### config.mk
export PLATFORM = sky130hd
export DESIGN_NAME = led_frame_scheduler
export DESIGN_NICKNAME = d
export VERILOG_FILES = /design/src/rtl/led_frame_scheduler.sv
export SDC_FILE = /design/constraint.sdc
export NUM_CORES = 1
export LEC_CHECK = 0
export BUFFER_PORTS_ARGS = -buffer_cell sky130_fd_sc_hd__buf_2
export CAP_MARGIN = 20
export CORE_MARGIN = 2
export CORE_UTILIZATION = 35
export CTS_BUF_LIST = sky130_fd_sc_hd__clkbuf_16
export DETAILED_ROUTE_END_ITERATION = 12
export GPL_TIMING_DRIVEN = 0
export SLEW_MARGIN = 20
export SYNTH_ARGS = -nofsm -noshare
export SYNTH_HDL_FRONTEND = slang
export SYNTH_SLANG_ARGS = --single-unit
export TNS_END_PERCENT = 100
### constraint.sdc
create_clock -name clk -period 3.16 [get_ports clk]
set_input_delay 0.79 -clock clk [delete_from_list [all_inputs] [get_ports clk]]
set_output_delay 0.79 -clock clk [all_outputs]
set_load 0.01 [all_outputs]
### src/rtl/led_frame_scheduler.sv
// Double-buffered 16x16 monochrome frame store: nibble-stream writer fills the back bank, the
// scan side reads rows from the front bank. Optional reset test pattern: LED_FRAME_TEST_PATTERN_EN.
module led_frame_scheduler #(
  parameter int unsigned HOLD_FRAMES = 1
) (
  input  logic        clk,
  input  logic        reset_n,
  input  logic        wr_valid,
  input  logic [3:0]  wr_data,
  input  logic        wr_last,
  output logic        wr_ready,
  input  logic        rd_req,
  input  logic [3:0]  rd_addr,
  output logic [15:0] rd_data,
  output logic        rd_valid,
  input  logic        frame_end,
  output logic        swap_pending,
  output logic        front_sel,
  output logic        err,
  input  logic        err_clr
);

  typedef enum logic [0:0] {StFill, StWait} state_e;

  state_e      state_q, state_d;
  logic [5:0]  wp_q, wp_d;
  logic [3:0]  hc_q, hc_d;
  logic        front_sel_q, front_sel_d;
  logic        err_q, err_d;
  logic [15:0] rd_data_q;
  logic        rd_valid_q;
  logic [15:0] bank_q [2][16];

  logic        wr_en;
  logic        new_err;
  logic        swap;
  logic        back_sel;

  assign back_sel = ~front_sel_q;
  // Swap needs WAIT before this edge, so completing nibble 63 with frame_end never swaps.
  assign swap = frame_end && (state_q == StWait) &&
                (({1'b0, hc_q} + 5'd1) >= 5'(HOLD_FRAMES));

  always_comb begin
    state_d     = state_q;
    wp_d        = wp_q;
    hc_d        = hc_q;
    front_sel_d = front_sel_q;
    err_d       = err_q;
    wr_en       = 1'b0;
    new_err     = 1'b0;
    case (state_q)
      StFill: begin
        if (wr_valid) begin
          wr_en = 1'b1;
          if (wp_q == 6'd63) begin
            state_d = StWait;
            wp_d    = '0;
            new_err = ~wr_last;
          end else if (wr_last) begin
            new_err = 1'b1;
            wp_d    = '0;
          end else begin
            wp_d = wp_q + 6'd1;
          end
        end
      end
      StWait: begin
        if (swap) begin
          state_d     = StFill;
          front_sel_d = ~front_sel_q;
        end
      end
      default: state_d = StFill;
    endcase
    if (swap) begin
      hc_d = '0;
    end else if (frame_end && (hc_q != 4'hF)) begin
      hc_d = hc_q + 4'd1;
    end
    // A new error beats a same-cycle clear.
    if (err_clr) err_d = 1'b0;
    if (new_err) err_d = 1'b1;
  end

  always_ff @(posedge clk or negedge reset_n) begin
    if (!reset_n) begin
      state_q     <= StFill;
      wp_q        <= '0;
      hc_q        <= '0;
      front_sel_q <= 1'b0;
      err_q       <= 1'b0;
    end else begin
      state_q     <= state_d;
      wp_q        <= wp_d;
      hc_q        <= hc_d;
      front_sel_q <= front_sel_d;
      err_q       <= err_d;
    end
  end

  always_ff @(posedge clk or negedge reset_n) begin
    if (!reset_n) begin
      rd_data_q  <= '0;
      rd_valid_q <= 1'b0;
      for (int b = 0; b < 2; b++) begin
        for (int r = 0; r < 16; r++) begin
          bank_q[b][r] <= '0;
        end
      end
`ifdef LED_FRAME_TEST_PATTERN_EN
      for (int r = 0; r < 16; r++) begin
        bank_q[0][r] <= (16'd1 << r) | (16'd1 << (15 - r));
      end
`endif
    end else begin
      rd_valid_q <= rd_req;
      if (rd_req) begin
        rd_data_q <= bank_q[front_sel_q][rd_addr];
      end
      if (wr_en) begin
        bank_q[back_sel][wp_q[5:2]][{wp_q[1:0], 2'b00} +: 4] <= wr_data;
      end
    end
  end

  assign wr_ready     = (state_q == StFill);
  assign swap_pending = (state_q == StWait);
  assign front_sel    = front_sel_q;
  assign err          = err_q;
  assign rd_data      = rd_data_q;
  assign rd_valid     = rd_valid_q;

endmodule

### Word-level counts from Yosys, hierarchy flattened

Cells that the tools add are included.

* bits in registers: 542
* input bits: 15
* logic and storage cells: 97
* output and inout bits: 21

* add/sub/neg operators: 4
* bitwise gates (word level): 7
* reduce and logical (&&, ||, !) cells: 9
* muxes and demuxes: 27
* eq/ne operators: 2
* shift operators: 2
* $lt $le $gt $ge: 7

Operators with widths (count)
* $mux 256: 4
* $bwmux 512: 1
* $demux 256 s1: 1
* $bmux 16 s4: 1
* $demux 16 s4: 1
* $mux 16: 3
* $shift 4x6->16 const A: 1
* $shiftx 4x6->16: 1
* $mux 6: 2
* $mux 1: 11
* $ge 5x5->1 const B: 2
* $not 4->5: 2
* $mux 4: 2
* $add 6x1->6 const B: 1
* $eq 6x6->1 const B: 1
* $neg 4->6: 1
* $add 4x1->5 const B: 1
* $ge 5x1->1 const B: 1
* $logic_and 1x1->1: 5
* $lt 5x1->1 const B: 1
* $add 4x1->4 const B: 1
* $ge 2x2->1 const B: 2
* $ne 4x4->1 const B: 1
* $not 1->2: 2
* 5 further kinds: 9

### Depth between registers and ports, before layout

Gate-level depths: netlist of run 1.

* depth after elaboration: 8
* gate-level depth with buffers: 8
* gate-level depth less buffers: 6

### Least setup slack after synthesis of run 1

Ideal clock, no wire load.

* path type: input -> register
* from: input port wr_valid
* to: register bank_q[268] (netlist bit)
* required time: 3035 ps
* buffers on the path: 1
* library setup time: 125 ps
* stages on the path: 5
* setup slack: 1012 ps
* data arrival time: 2024 ps
* cells stage by stage: nor2b_1 -> buf_2 -> nand3_2 -> nor2_1 -> mux2_2

* cells in the longest elaborated chain, start to end: 2

Ends and longest elaborated chain
* start, declared: RTL line 8 `input logic wr_valid,`
* $mux 1: RTL line 54 `if (wr_valid) begin`
* $mux 1: RTL line 52 `case (state_q)`
* end signal, assigned by index: RTL line 122 `bank_q[back_sel][wp_q[5:2]][{wp_q[1:0], 2'b00} +: 4] <= wr_data;`
* end, declared: RTL line 32 `logic [15:0] bank_q [2][16];`

Every way passes these cells.
A chain may end at the register's enable or synchronous reset.

### Final worst setup path of run 1

* from: input port rd_addr[2]
* to: register rd_data_q[4] (netlist: rd_data[4])

* cells in the longest elaborated chain, start to end: 4

Ends and longest elaborated chain
* start, declared: RTL line 13 `input logic [3:0] rd_addr,`
* $not 4->5 (implied by the code): RTL line 119 `rd_data_q <= bank_q[front_sel_q][rd_addr];`
* $bmux 16 s4: RTL line 119
* $mux 16 (implied by the code) (2 in series): RTL line 119
* end signal, assigned: RTL line 119
* end, declared: RTL line 30 `logic [15:0] rd_data_q;`

Every way passes these cells. The select of a mux whose other input is x is not followed.

==> results of run 1 <==
[metal layers]
metal  vias up  global-route usage  wire length, microns
li1       8322                   -                     -
met1      9493               0.309                 35600
met2       836               0.345                 36800
met3       175              0.0509                  7250
met4         0              0.0832                  3260
met5         -                   0                     0
[sequential cells by signal, summed over array words and instances, names as in the netlist]
register	cells
bank_q	512
err	1
front_sel	1
hc_q	4
rd_data	16
rd_valid	1
swap_pending	1
wp_q	6
[path summary, 6_finish.rpt]
path,from,to,slack [ps]
min in group clk,rd_req,rd_valid,280
min,reset_n,bank_q[490],90
min reg2reg,bank_q[430],bank_q[430],480
max reg2reg,wp_q[0],bank_q[487],360
max in group asynchronous,reset_n,bank_q[384],1250
max,rd_addr[2],rd_data[4],210
[worst max-delay path, stage by stage]
cell      delay [ps]
buf_2            150
nand2b_1         140
clkbuf_1         690
clkbuf_1         840
a21oi_1          150
nor4_1           490
mux2_2           260
[logic make-up after synthesis]
group	Yosys count	synth area share
AND/OR/NAND/NOR	603	0.112
AO/OA/AOI/OAI	563	0.127
flip-flops	542	0.544
multiplexers	432	0.182
buffers and inverters	143	0.0296
adder cells (fa/ha/maj)	7	0.00352
XOR/XNOR	4	0.00141
[layout by cell type (no fill, tap or decap), drive strengths merged, types with 9 or more instances in the layout]
cell type | netlist | routed
a22oi | 128 | 128
a21oi | 69 | 69
dfrtp | 542 | 542
nand2 | 437 | 437
clkinv | 0 | 32
nor3 | 9 | 9
inv | 6 | 15
and2 | 18 | 18
mux2i | 256 | 256
mux2 | 176 | 176
nand3 | 44 | 44
nor2 | 49 | 49
o21ai | 358 | 358
nor4 | 18 | 18
buf | 68 | 108
clkbuf | 69 | 129
[power by group through the flow]
stage	clock network, mW	registers (mW)	logic (mW)
2_1_floorplan	0	7.50	2.70
5_1_grt	7.21	7.43	4.84
3_5_place_dp	0	7.52	4.61
6_report	6.88	7.40	4.71
3_3_place_gp	0	7.51	4.52
4_1_cts	6.94	7.39	4.63
[layout make-up]
cell class,count,area [sq um]
Sequential cell,542,13600
Timing Repair Buffer,40,323
Clock inverter,48,390
Clock buffer,60,1500
Multi-Input combinational cell,1609,10700
Buffer,137,716
Tap cell,940,1180
Fill cell,6641,41900
Inverter,6,22.5
[through the flow]
| step | hold slack, ps | instance area (sq um) |
|---|---|---|
| 3_5_place_dp | 469 | 26400 |
| 2_1_floorplan | 449 | 24900 |
| 4_1_cts | 104 | 28300 |
| 3_3_place_gp | 461 | 26300 |
| 6_report | 93.0 | 28300 |
| 5_1_grt | 134 | 28300 |
==> impl_metrics.yaml, run 1 <==
outcome:
  outcome: "complete, no violations"
pwr:
  p_switching_mw: 6.36
  pwr-share-comb: 0.248
  power_frac_seq: 0.390
  p_clk_frac: 0.362
  p_leak_nw: 12.8
  switching_share: 0.335
  ir_drop_mv: 0.452
  internal-power_mw: 12.6
  total_power_mw: 19.0
  cellPowerDensity_mw_per_mm2: 670
logic_synthesis:
  yosysTopAreaCell: "dfrtp_1"
  synth_edf_count: 0
  synth.most_common_cell: "dfrtp_1"
  synth_top_area_share: 0.544
  async_reset_ff_frac: 1.00
  yosys.cell_types.count: 48
  synth_nets: 2316
  ys_ff_latch: 542
  post_synth_inst_count: 2294
  syn_area_sq_mm: 0.0249
  synth_warnings: 0
  synthFlopType: "dfrtp_1"
  yosysSeqAreaShare: 0.544
  avgSynthCellArea_sq_um: 10.9
  synth.area.top_cells: "dfrtp_1, mux2i_1, mux2_2, o21ai_0, nand2_1"
  synth_common_cells: "dfrtp_1, nand2_1, o21ai_0"
run:
  maxCapViolCount: 0
sta:
  rsz0062_at_grt: "no"
  fmax_mhz: 339
  tns_ps: 0
  post-route-min-period_ps: 2950
  finalWorstSetupSlack_ps: 211
  finalHoldViolCount: 0
  post-route-period-util: 0.933
  skew_ps: 21.3
  drv_slew: 0
  setup_violations: 0
  tightest_slew_ps: 1160
  relSlewSlack: 0.227
hold_path:
  holdCritPathClass: "in -> async"
clock_tree:
  clk_latency_ps: 650
  cts_buffers: 59
  ctsResizeCount: 0
  cts_setup_buffers: 0
  clockBufferDepth: 3
  h-tree-depth: 2
  cts_tree: "yes"
  root_buffer: "clkbuf_16"
  hold_buffers: 0
  clkSinkCount: 542
  clkTransAtPathRegs_ps: 60
die:
  initial_utilization: 0.355
  dieArea_sq_mm: 0.0733
  fp.coreArea_sq_mm: 0.0703
  die_h_microns: 271
  rows: 97
  io_pins: 36
  die_width_microns: 271
layout:
  utilization: 0.403
  diodes: 0
  drive_above_1_share: 0.168
  nNetsFinal: 2417
  fin_cells: 3382
  area_delta_synth_final_pct: 13.8
route:
  post_drt_wl_per_cell_microns: 24.5
  drt_iter0_drc: 1811
  first_pass_iters: 5
  drc: 0
  postRouteAntennaNets: 0
  routed_wl_microns: 82900
  vias: 18826
  viasPerCell: 5.57
placement:
  dp_hpwl_microns: 55600
  gp_congestion: 0.902
  dp_slack_ps: -320
  placed_cells: 3274
  portBuffers: 35
global_routing:
  grt_pass1_vias: 18672
  grt_overflow_total: 0
  antenna_found_initial: 1
  grt_max_degree: 103
  grt_pass1_wl_microns: 122000
  grt_usage: 0.225
setup_path:
  worstRegToRegCells: 7
  path_max_fanout: 10
  setup.worst_path.end_class: "register"
  worst_setup_path_start_kind: "primary input"
  cp.arrival_ps: 3510
  criticalPathCategory: "in -> reg"
  worstPathRequired_ps: 3730
Note: power is estimated with default switching activity, not from simulation.
==> inputs of run 2 (changes only) <==
- GPL_TIMING_DRIVEN: 0 -> not set
==> run 2 against run 1 <==
  * Count of clock-buffer cells in the layout up 1
  * Sequential share of layout area rose by 0.077 points
  * Total power down 5.3%
  * Critical path depth is 2 lower
  * Wire length fell by 19%
  * Design area is 0.13% lower
  * Highest routed layer unchanged
  * Clock power is 3% lower
  * Largest cell class unchanged
  * Register-to-register slack better by 340 ps
  * Via count decreased by 6.5%
  * Critical endpoint is now bank_q[78]
==> impl_metrics.yaml, run 2 (synthesized netlist as in run 1, its figures left out) <==
sta:
  drv_slew: 0
  post-route-period-util: 0.778
  finalWorstSetupSlack_ps: 701
  fmax_mhz: 407
  hold_ws_ps: 140
  tns_ps: 0
  setup_violations: 0
  relSlewSlack: 0.275
  post-route-min-period_ps: 2460
  tightest_slew_ps: 1090
  finalHoldViolCount: 0
  skew_ps: 19.7
  rsz0062_at_grt: "no"
setup_path:
  worstPathRequired_ps: 3700
  cpLargestDelayFamily: "simple AND/OR/NAND/NOR gates"
  crit_path_cell_trace: "inv_1 -> ha_1 -> nor3_2 -> and2_1 -> mux2_2"
  criticalPathCategory: "reg -> reg"
  cp_num_buf_inv: 1
  path_max_fanout: 10
  cp.arrival_ps: 3000
  critical-path-max-stage-delay_ps: 560
  setup.worst_path.end_class: "register"
  worst_setup_path_start_kind: "register"
  crit_path_top_delay_cell: "dfrtp_1"
global_routing:
  grt_pass1_vias: 18368
  grt_overflow_total: 0
  grt_usage: 0.184
  grt_pass1_wl_microns: 106000
  antenna_found_initial: 4
  grt_max_degree: 85
die:
  fp.coreArea_sq_mm: 0.0703
  dieArea_sq_mm: 0.0733
  rows: 97
  die_h_microns: 271
  io_pins: 36
  initial_utilization: 0.355
  die_width_microns: 271
pwr:
  total_power_mw: 18.0
  ir_drop_mv: 0.514
  cellPowerDensity_mw_per_mm2: 635
  p_leak_nw: 12.9
layout:
  drive_above_1_share: 0.182
  regMostFlops: "bank_q"
  diodes: 0
  fin_area_sq_mm: 0.0283
  utilization: 0.403
  largest_reg_flops: 512
  fin_cells: 3327
  final_cell_mix: "dfrtp_1, nand2_1, o21ai_0"
  final_common_cell: "dfrtp_1"
  nNetsFinal: 2361
  area_delta_synth_final_pct: 13.6
clock_tree:
  h-tree-depth: 2
  clk_latency_ps: 620
  clkTransAtPathRegs_ps: 60
  clkSinkCount: 542
  hold_buffers: 0
  cts_setup_buffers: 0
  ctsResizeCount: 0
  cts_tree: "yes"
  clockBufferDepth: 3
  root_buffer: "clkbuf_16"
  cts_buffers: 58
placement:
  portBuffers: 35
  dp_hpwl_microns: 43900
  postPlaceCellArea_sq_mm: 0.0264
  placed_cells: 3219
  dp_slack_ps: 551
  gp_congestion: 0.812
hold_path:
  holdCritPathClass: "in -> async"
route:
  vias: 17596
  drt_iter0_drc: 1258
  post_drt_wl_per_cell_microns: 20.2
  postRouteAntennaNets: 0
  routed_wl_microns: 67400
  drc: 0
  viasPerCell: 5.29
  first_pass_iters: 5
outcome:
  outcome: "complete, no violations"
run:
  maxCapViolCount: 0
run 2: cell types whose count changed in the layout (fill, tap and decap cells not counted), moves of 3 or more:
cell,before,now
buf_12,0,15
buf_2,65,34
nor3_2,2,7
nor2_2,20,17
buf_6,13,0
buf_1,8,0
clkinv_1,24,18
buf_4,16,72
inv_1,14,19
nor3_4,5,0
clkbuf_1,67,0
buf_16,5,0
run 2: final timing paths:
path                             start           to  slack [ps]  depth (start not counted)
max                            wp_q[0]   bank_q[78]         700                          5
min                            reset_n  bank_q[443]         140                          1
max reg2reg                    wp_q[0]   bank_q[78]         700                          5
min reg2reg                bank_q[234]  bank_q[234]         480                          2
max in group asynchronous      reset_n    front_sel        2070                          2
min in group clk               err_clr          err         380                          2
run 2: report_power, final:
| part | total [mW] | internal, mW | switching (mW) | leakage, nW |
|---|---|---|---|---|
| sequential | 7.51 | 7.23 | 0.280 | 7.51 |
| combinational | 3.78 | 1.38 | 2.40 | 4.39 |
| clock | 6.69 | 3.94 | 2.75 | 0.966 |
run 2: layout make-up:
cell class	count	area, sq um
Clock buffer	61	1530
Clock inverter	47	352
Fill cell	6763	42000
Inverter	6	22.5
Multi-Input combinational cell	1609	10600
Sequential cell	542	13600
Tap cell	940	1180
Timing Repair Buffer	122	1030
run 2: per-layer routing:
layer | vias to the layer above | routed length [microns] | global-route usage
li1 | 8211 | - | -
met1 | 8875 | 30300 | 0.250
met2 | 398 | 31600 | 0.297
met3 | 112 | 3400 | 0.0328
met4 | 0 | 2080 | 0.0621
met5 | - | 0 | 0
